`src/rtl/mips_pkg.sv`:
```
// Shared definitions for the single-cycle MIPS core: opcodes, PC step and
// the fetch-side state type.
package mips_pkg;

  localparam logic [5:0] OP_RTYPE = 6'b000000;
  localparam logic [5:0] OP_LW    = 6'b100011;
  localparam logic [5:0] OP_SW    = 6'b101011;
  localparam logic [5:0] OP_BEQ   = 6'b000100;
  localparam logic [5:0] OP_ADDI  = 6'b001000;
  localparam logic [5:0] OP_J     = 6'b000010;

  localparam logic [31:0] PC_STEP = 32'd4;

  typedef enum logic [0:0] {
    FETCH = 1'b0,
    HOLD  = 1'b1
  } fetch_state_e;

endpackage

```
`src/rtl/fetch_unit_next_pc_sel.sv`:
```
// Next-PC selection: sequential, PC-relative branch and pseudo-direct jump
// targets, with jump taking priority over branch. Purely combinational so a
// later pipelined fetch can reuse it unchanged.
module next_pc_sel
  import mips_pkg::*;
#(
  parameter int AW = 32
) (
  input  logic [AW-1:0] i_pc,
  input  logic [25:0]   i_instr_index,
  input  logic          i_jump,
  input  logic          i_pcsrc,
  input  logic [AW-1:0] i_signimm,
  output logic [AW-1:0] o_pcplus4,
  output logic [AW-1:0] o_next_pc
);

  logic signed [AW-1:0] w_br_off;
  logic        [AW-1:0] w_br_tgt;
  logic        [AW-1:0] w_jmp_tgt;

  // Sequential successor; wraps naturally at the top of the address space.
  assign o_pcplus4 = i_pc + AW'(PC_STEP);

  // Word offset scaled to bytes; the top two immediate bits fall off, which
  // gives the modulo-2^AW branch arithmetic.
  assign w_br_off  = $signed(i_signimm) <<< 2;
  assign w_br_tgt  = o_pcplus4 + $unsigned(w_br_off);

  // Jump keeps the 256 MB region of the delay-free successor.
  assign w_jmp_tgt = {o_pcplus4[AW-1:AW-4], i_instr_index, 2'b00};

  // Target mux, jump > branch > sequential.
  always_comb begin
    o_next_pc = o_pcplus4;
    if (i_jump) begin
      o_next_pc = w_jmp_tgt;
    end else if (i_pcsrc) begin
      o_next_pc = w_br_tgt;
    end
  end

endmodule

```
`src/rtl/fetch_unit.sv`:
```
// Instruction fetch for the single-cycle controller: owns the PC, issues one
// request at a time to instruction memory, holds the returned word for decode
// and advances the PC when decode accepts it.
module fetch_unit
  import mips_pkg::*;
#(
  parameter int            AW       = 32,
  parameter logic [AW-1:0] RESET_PC = '0
) (
  input  logic          clk,
  input  logic          reset,
  output logic          imem_req,
  output logic [AW-1:0] imem_addr,
  input  logic          imem_valid,
  input  logic [31:0]   imem_rdata,
  output logic [31:0]   instr,
  output logic          instr_valid,
  input  logic          instr_ready,
  input  logic          pcsrc,
  input  logic          jump,
  input  logic [31:0]   signimm,
  output logic [AW-1:0] pc,
  output logic [AW-1:0] pcplus4,
  output logic [31:0]   retired
);

  fetch_state_e  r_state;
  logic [AW-1:0] r_pc;
  logic [31:0]   r_instr;
  logic [31:0]   r_retired;

  logic [AW-1:0] w_next_pc;
  logic          w_accept;
  logic          w_capture;

  next_pc_sel #(
    .AW (AW)
  ) u_next_pc_sel (
    .i_pc          (r_pc),
    .i_instr_index (r_instr[25:0]),
    .i_jump        (jump),
    .i_pcsrc       (pcsrc),
    .i_signimm     (signimm),
    .o_pcplus4     (pcplus4),
    .o_next_pc     (w_next_pc)
  );

  // Request is masked during reset so a reset landing in FETCH never looks
  // like a live request to memory.
  assign imem_req    = (r_state == FETCH) && !reset;
  assign imem_addr   = r_pc;
  assign instr       = r_instr;
  assign instr_valid = (r_state == HOLD);
  assign pc          = r_pc;
  assign retired     = r_retired;

  // A response only counts while requesting; one in HOLD is stray and dropped.
  assign w_capture   = (r_state == FETCH) && imem_valid;
  assign w_accept    = (r_state == HOLD) && instr_ready;

  // FETCH waits for the word, HOLD waits for decode to take it and then
  // steers the PC; reset abandons whatever is in flight.
  always_ff @(posedge clk) begin
    if (reset) begin
      r_state   <= FETCH;
      r_pc      <= RESET_PC;
      r_instr   <= '0;
      r_retired <= '0;
    end else begin
      if (w_capture) begin
        r_instr <= imem_rdata;
        r_state <= HOLD;
      end
      if (w_accept) begin
        r_pc      <= w_next_pc;
        r_retired <= r_retired + 32'd1;
        r_state   <= FETCH;
      end
    end
  end

endmodule

```
`config.mk`:
```
export PLATFORM = sky130hd
export DESIGN_NAME = fetch_unit
export DESIGN_NICKNAME = d
export VERILOG_FILES = /design/src/rtl/mips_pkg.sv /design/src/rtl/fetch_unit_next_pc_sel.sv /design/src/rtl/fetch_unit.sv
export SDC_FILE = /design/constraint.sdc
export NUM_CORES = 1
export LEC_CHECK = 0
export CORE_ASPECT_RATIO = 1.75
export CORE_MARGIN = 2
export CORE_UTILIZATION = 46
export CTS_CLUSTER_DIAMETER = 120
export DETAILED_ROUTE_END_ITERATION = 8
export PLACE_DENSITY = 0.82
export SLEW_MARGIN = 0
export SYNTH_ARGS = -nofsm -noshare
export SYNTH_HDL_FRONTEND = slang
export SYNTH_SLANG_ARGS = --single-unit
```
`constraint.sdc`:
```
create_clock -name clk -period 4.6 [get_ports clk]
set_input_delay 0.92 -clock clk [delete_from_list [all_inputs] [get_ports clk]]
set_output_delay 0.92 -clock clk [all_outputs]
set_load 0.01 [all_outputs]
```
After elaboration in Yosys (flattened, before gate mapping)
Index checks and enable logic that the tools add are counted.
Widths: inputs -> output; s select.
{ "op_classes": {"addsub": 3, "n_mux": 2, "bitwise": 1, "reduce_logical": 5} }
{ "op_table": {"columns": ["op", "count"], "rows": [
  ["$mux 32", 2],
  ["$add 32x1->32 const B", 1],
  ["$add 32x3->32 const B", 1],
  ["$add 32x32->32", 1],
  ["$logic_and 1x1->1", 3],
  ["$reduce_or 2->1", 1],
  ["$logic_not 1->1", 1],
  ["$not 1->1", 1]
]} }
{ "totals": {"regBits": 97, "inputBits": 70, "out_inout_bits": 162, "wordCells": 15} }

Longest topological paths before layout
{ "depth": {"ltp_word": 4, "depth_mapped": 16, "depth_no_buf": 15} }

Cells and area by module
A second synthesis with hierarchy kept.
{ "unflattened": {"cells_unflattened": 903, "area_unflattened_um2": 6700.2} }
{ "modules_own_cells": {"columns": ["mod", "n_inst", "cells_per_inst", "area_per_inst_um2", "seq_area_each_um2"], "rows": [
  ["fetch_unit", 1, 493, 3941.3, 1941.9],
  ["next_pc_sel", 1, 410, 2758.9, 0.0]
]} }

Least setup slack after synthesis
No wires, ideal clock.
{ "synth_timing": {"kind": "reg2reg", "start": "register r_pc[2] (netlist: imem_addr[2])", "end": "register r_pc[31] (netlist: imem_addr[31])", "setup_time_ps": 117, "arrival_ps": 3664, "t_required_ps": 4483, "setup_slack_ps": 818, "path_stages_with_launch": 17, "n_path_buf": 1, "period_less_slack_ps": 3782, "cell_sequence": "dfxtp_1 ha_1 nand4_1 nor4_1 nand2_1 xnor2_1 ha_1 clkbuf_1 a21o_1 a31o_2 a31oi_1 o21ai_0 nor3b_1 o221ai_1 a21o_1 a31o_1 a32o_1"} }
{ "synth_via": {"elab_chain_len": 4} }
{ "synth_rtl": {"columns": ["element", "line_no", "rtl"], "rows": [
  ["start: declaration", "fetch_unit.sv:28", "logic [AW-1:0] r_pc;"],
  ["start signal: assignment", "fetch_unit.sv:75", "r_pc <= w_next_pc;"],
  ["$add 32x3->32", "fetch_unit_next_pc_sel.sv:23", "assign o_pcplus4 = i_pc + AW'(PC_STEP);"],
  ["named net pcplus4[22]", "fetch_unit.sv:23", "output logic [AW-1:0] pcplus4,"],
  ["$add 32x32->32", "fetch_unit_next_pc_sel.sv:28", "assign w_br_tgt = o_pcplus4 + $unsigned(w_br_off);"],
  ["$mux 32", "fetch_unit_next_pc_sel.sv:38", "end else if (i_pcsrc) begin"],
  ["$mux 32", "fetch_unit_next_pc_sel.sv:36", "if (i_jump) begin"]
]} }
The timed path passes the listed nets, and every way through them passes these cells.
A chain may end at the register's enable or synchronous reset.

Worst setup path after layout
{ "layout_timing": {"start": "register r_pc[2] (netlist: imem_addr[2])", "end": "register r_pc[31] (netlist: imem_addr[31])"} }
{ "layout_via": {"elab_chain_len": 4} }
{ "layout_rtl": {"columns": ["element", "line_no"], "rows": [
  ["$add 32x3->32 *", "fetch_unit_next_pc_sel.sv:23"],
  ["$add 32x32->32", "fetch_unit_next_pc_sel.sv:28"],
  ["$mux 32", "fetch_unit_next_pc_sel.sv:38"],
  ["$mux 32 *", "fetch_unit_next_pc_sel.sv:36"]
]} }
Mark *: on every way between the ends. The rest lies on a longest branch, timed or not.

==> flow_metrics.env <==
export IMPL_critPathKind="flip-flop to flip-flop"
export IMPL_synth_edf_count=0
export IMPL_hp_class="flip-flop to flip-flop"
export IMPL_layout_cells_non_filler=1191
export IMPL_post_route_min_period_ns=4.32
export IMPL_hold_violations=0
export IMPL_slew_viol_final=0
export IMPL_synth_avg_cell_area_um2=7.70
export IMPL_worst_setup_path_end_kind="flip-flop"
export IMPL_final_net_count=1117
export IMPL_die_area_um2=14900
export IMPL_postCtsResizedCells=0
export IMPL_holdWs_ns=0.462
export IMPL_period_share_pct=94.0
export IMPL_p_switching_uw=656
export IMPL_clk_path_buf_depth=2
export IMPL_drc=0
export IMPL_p_per_area_nw_per_um2=241
export IMPL_fin_setup_tns_ns=0
export IMPL_ys_flop_type="dfxtp_1"
export IMPL_drive_gt1_share_pct=4.93
export IMPL_cap_violations=0
export IMPL_place_ws_ns=0.329
export IMPL_first_pass_iters=5
export IMPL_vdd_ir_drop_max_v=0.000174
export IMPL_cell_internal_pwr_mw=1.47
export IMPL_ant_nets=0
export IMPL_gp_congestion=0.984
export IMPL_die_height_um=160
export IMPL_htreeDepth=3
export IMPL_setup_violations=0
export IMPL_fp_dieW_um=93.1
export IMPL_io_buffers=223
export IMPL_yosysWarnings=0
export IMPL_cts_hold_buf=0
export IMPL_worst_pin_slew_ns=0.992
export IMPL_syn_to_final_growth_pct=38.3
export IMPL_vias=6751
export IMPL_skew_ns=0.0114
export IMPL_yosysUniqueCellTypes=68
export IMPL_fillers=1243
export IMPL_clkSlewWorstSetupHoldPaths_ns=0.08
export IMPL_ys_seq_area_share_pct=29.8
export IMPL_grt_antenna_before_repair=0
export IMPL_synth_seq_cells=95
export IMPL_core_area_um2=13700
export IMPL_relSlewSlack_pct=33.6
export IMPL_grt_max_degree=85
export IMPL_grt_pass1_wl_um=33600
export IMPL_cts_tree="yes"
export IMPL_cts_buffers_inserted=9
export IMPL_worstPathMaxFanout=9
export IMPL_overflow=0
export IMPL_p_total_mw=2.13
export IMPL_antenna_cells=0
export IMPL_synth_cell_area_um2=6390
export IMPL_timing_fmax_ghz=0.231
export IMPL_power_frac_comb_pct=23.1
export IMPL_start_util_pct=46.6
export IMPL_clock_power_share_pct=35.2
export IMPL_required_ns=4.84
export IMPL_num_rows=57
export IMPL_drt_vias_per_instance=5.67
export IMPL_synth_async_reset_ratio_pct=0
export IMPL_hpwl_um=16300
export IMPL_drt_initial_drc_count=388
export IMPL_dp_cells=1175
export IMPL_outcome="finished, final reports clean"
export IMPL_wl_um=21500
export IMPL_power_share_switching_pct=30.8
export IMPL_clockRootBuffer="clkbuf_16"
export IMPL_clock_sinks=95
export IMPL_clock_latency_ns=0.34
export IMPL_grt_pass1_vias=6631
export IMPL_cts_setup_buffers=0
export IMPL_p_leak_nw=3.48
export IMPL_ios=232
export IMPL_synth_cells=829
export IMPL_setup_ws_ns=0.276
export IMPL_grt_usage_pct=28.5
export IMPL_wl_per_cell_um=18.0
export IMPL_rsz0062_at_grt="no"
export IMPL_cp_start_kind="flip-flop"
export IMPL_p_seq_share_pct=41.8
export IMPL_worstPathArrival_ns=4.56
through the flow:
step                utilization [%]  area [um^2]
global placement               62.4         8550
global route                   64.5         8840
finish                         64.5         8840
floorplan                         -         6410
detailed placement             62.4         8550
CTS                            64.5         8840
worst max-delay path, stage by stage, from the launching register on:
cell and delay [ns]:
dfxtp_1 0.50, ha_1 0.26, nand4_1 0.16, nor4_1 0.39, buf_4 0.19, and3_1 0.30, nand2_1 0.10, xnor2_1 0.27
ha_1 0.39, a21o_1 0.22, a31oi_1 0.14, o21ai_0 0.12, nor3b_1 0.29, o221ai_1 0.24, a21o_1 0.22, a31o_1 0.21
a32o_1 0.24
final timing paths:
| kind | startpoint | to | slack [ns] | cells past startpoint |
|---|---|---|---|---|
| min | instr[26]$_SDFFE_PP0P_ | instr[26]$_SDFFE_PP0P_ | 0.46 | 2 |
| max | imem_addr[2]$_SDFFE_PP0P_ | imem_addr[31]$_SDFFE_PP0P_ | 0.28 | 16 |
| min reg2reg | instr[26]$_SDFFE_PP0P_ | instr[26]$_SDFFE_PP0P_ | 0.46 | 2 |
| max reg2reg | imem_addr[2]$_SDFFE_PP0P_ | imem_addr[31]$_SDFFE_PP0P_ | 0.28 | 16 |
power by group through the flow:
stage / logic, mW / registers [mW] / clock network, mW
2_1_floorplan: 0.263 / 0.910 / 0
3_5_place_dp: 0.487 / 0.907 / 0
3_3_place_gp: 0.483 / 0.905 / 0
5_1_grt: 0.535 / 0.893 / 0.782
4_1_cts: 0.490 / 0.888 / 0.767
6_report: 0.491 / 0.889 / 0.748
sequential cells by signal, indices dropped and copies added, names as in the netlist:
signal,count
retired,32
imem_addr,30
instr,32
instr_valid,1
cells in the mapped netlist (7+ instances only):
cell type	number	share of area, %
a21o_1	21	2.5
a21oi_1	88	6.9
a31oi_1	9	0.88
and3_1	19	1.9
buf_4	37	4.3
clkbuf_1	32	1.9
dfxtp_1	95	30
ha_1	37	7.2
mux2i_1	7	1.1
nand2_1	135	7.9
nand3_1	24	1.9
nand4_1	21	2.1
nor2_1	81	4.8
nor3_1	9	0.71
o21ai_0	29	2.3
or3_1	8	0.78
xnor2_1	38	5.2
xor2_1	34	4.7
placed cells by master (no fill, tap or decap), types with 8 or more instances in the layout:
cell,netlist,final
nor2_1,81,81
ha_1,37,37
o21ai_0,29,29
clkbuf_16,0,9
or3_1,8,8
a31oi_1,9,9
nand3_1,24,24
nand4_1,21,21
xor2_1,34,34
nand2_1,135,135
clkdlybuf4s50_1,0,222
a21oi_1,88,88
buf_4,37,14
dfxtp_1,95,95
a21o_1,21,21
nor3_1,9,9
xnor2_1,38,38
and3_1,19,19
layout make-up:
class                      count  area, um^2  share of cell area [%]
clock buffer                   9         225                    2.55
clock inverter                 7        63.8                   0.722
inverter                       8        30.0                   0.340
multi-input combinational    658        4060                    46.0
sequential                    95        1900                    21.5
tap                          177         221                    2.51
timing repair buffer         237        2330                    26.4
layer usage:
| metal | vias to the layer above | wire [um] | GRT usage [%] |
|---|---|---|---|
| li1 | 3246 | - | - |
| met1 | 3121 | 7620 | 29.8 |
| met2 | 304 | 11300 | 52.1 |
| met3 | 80 | 1550 | 4.81 |
| met4 | 0 | 1070 | 16.6 |
| met5 | - | 0 | 0 |
logic make-up (layout without fill, tap and decap cells):
kind of cell	after synthesis	in the layout	synth area share, %
other cells	1	6	0.0587
fa+ha+maj	38	38	7.56
mux	8	8	1.27
compound gates	205	205	20.7
flops	95	95	29.8
buf+inv	81	261	6.97
simple gates	329	329	23.8
xor+xnor	72	72	9.87
(Power assumes the default switching activity.)
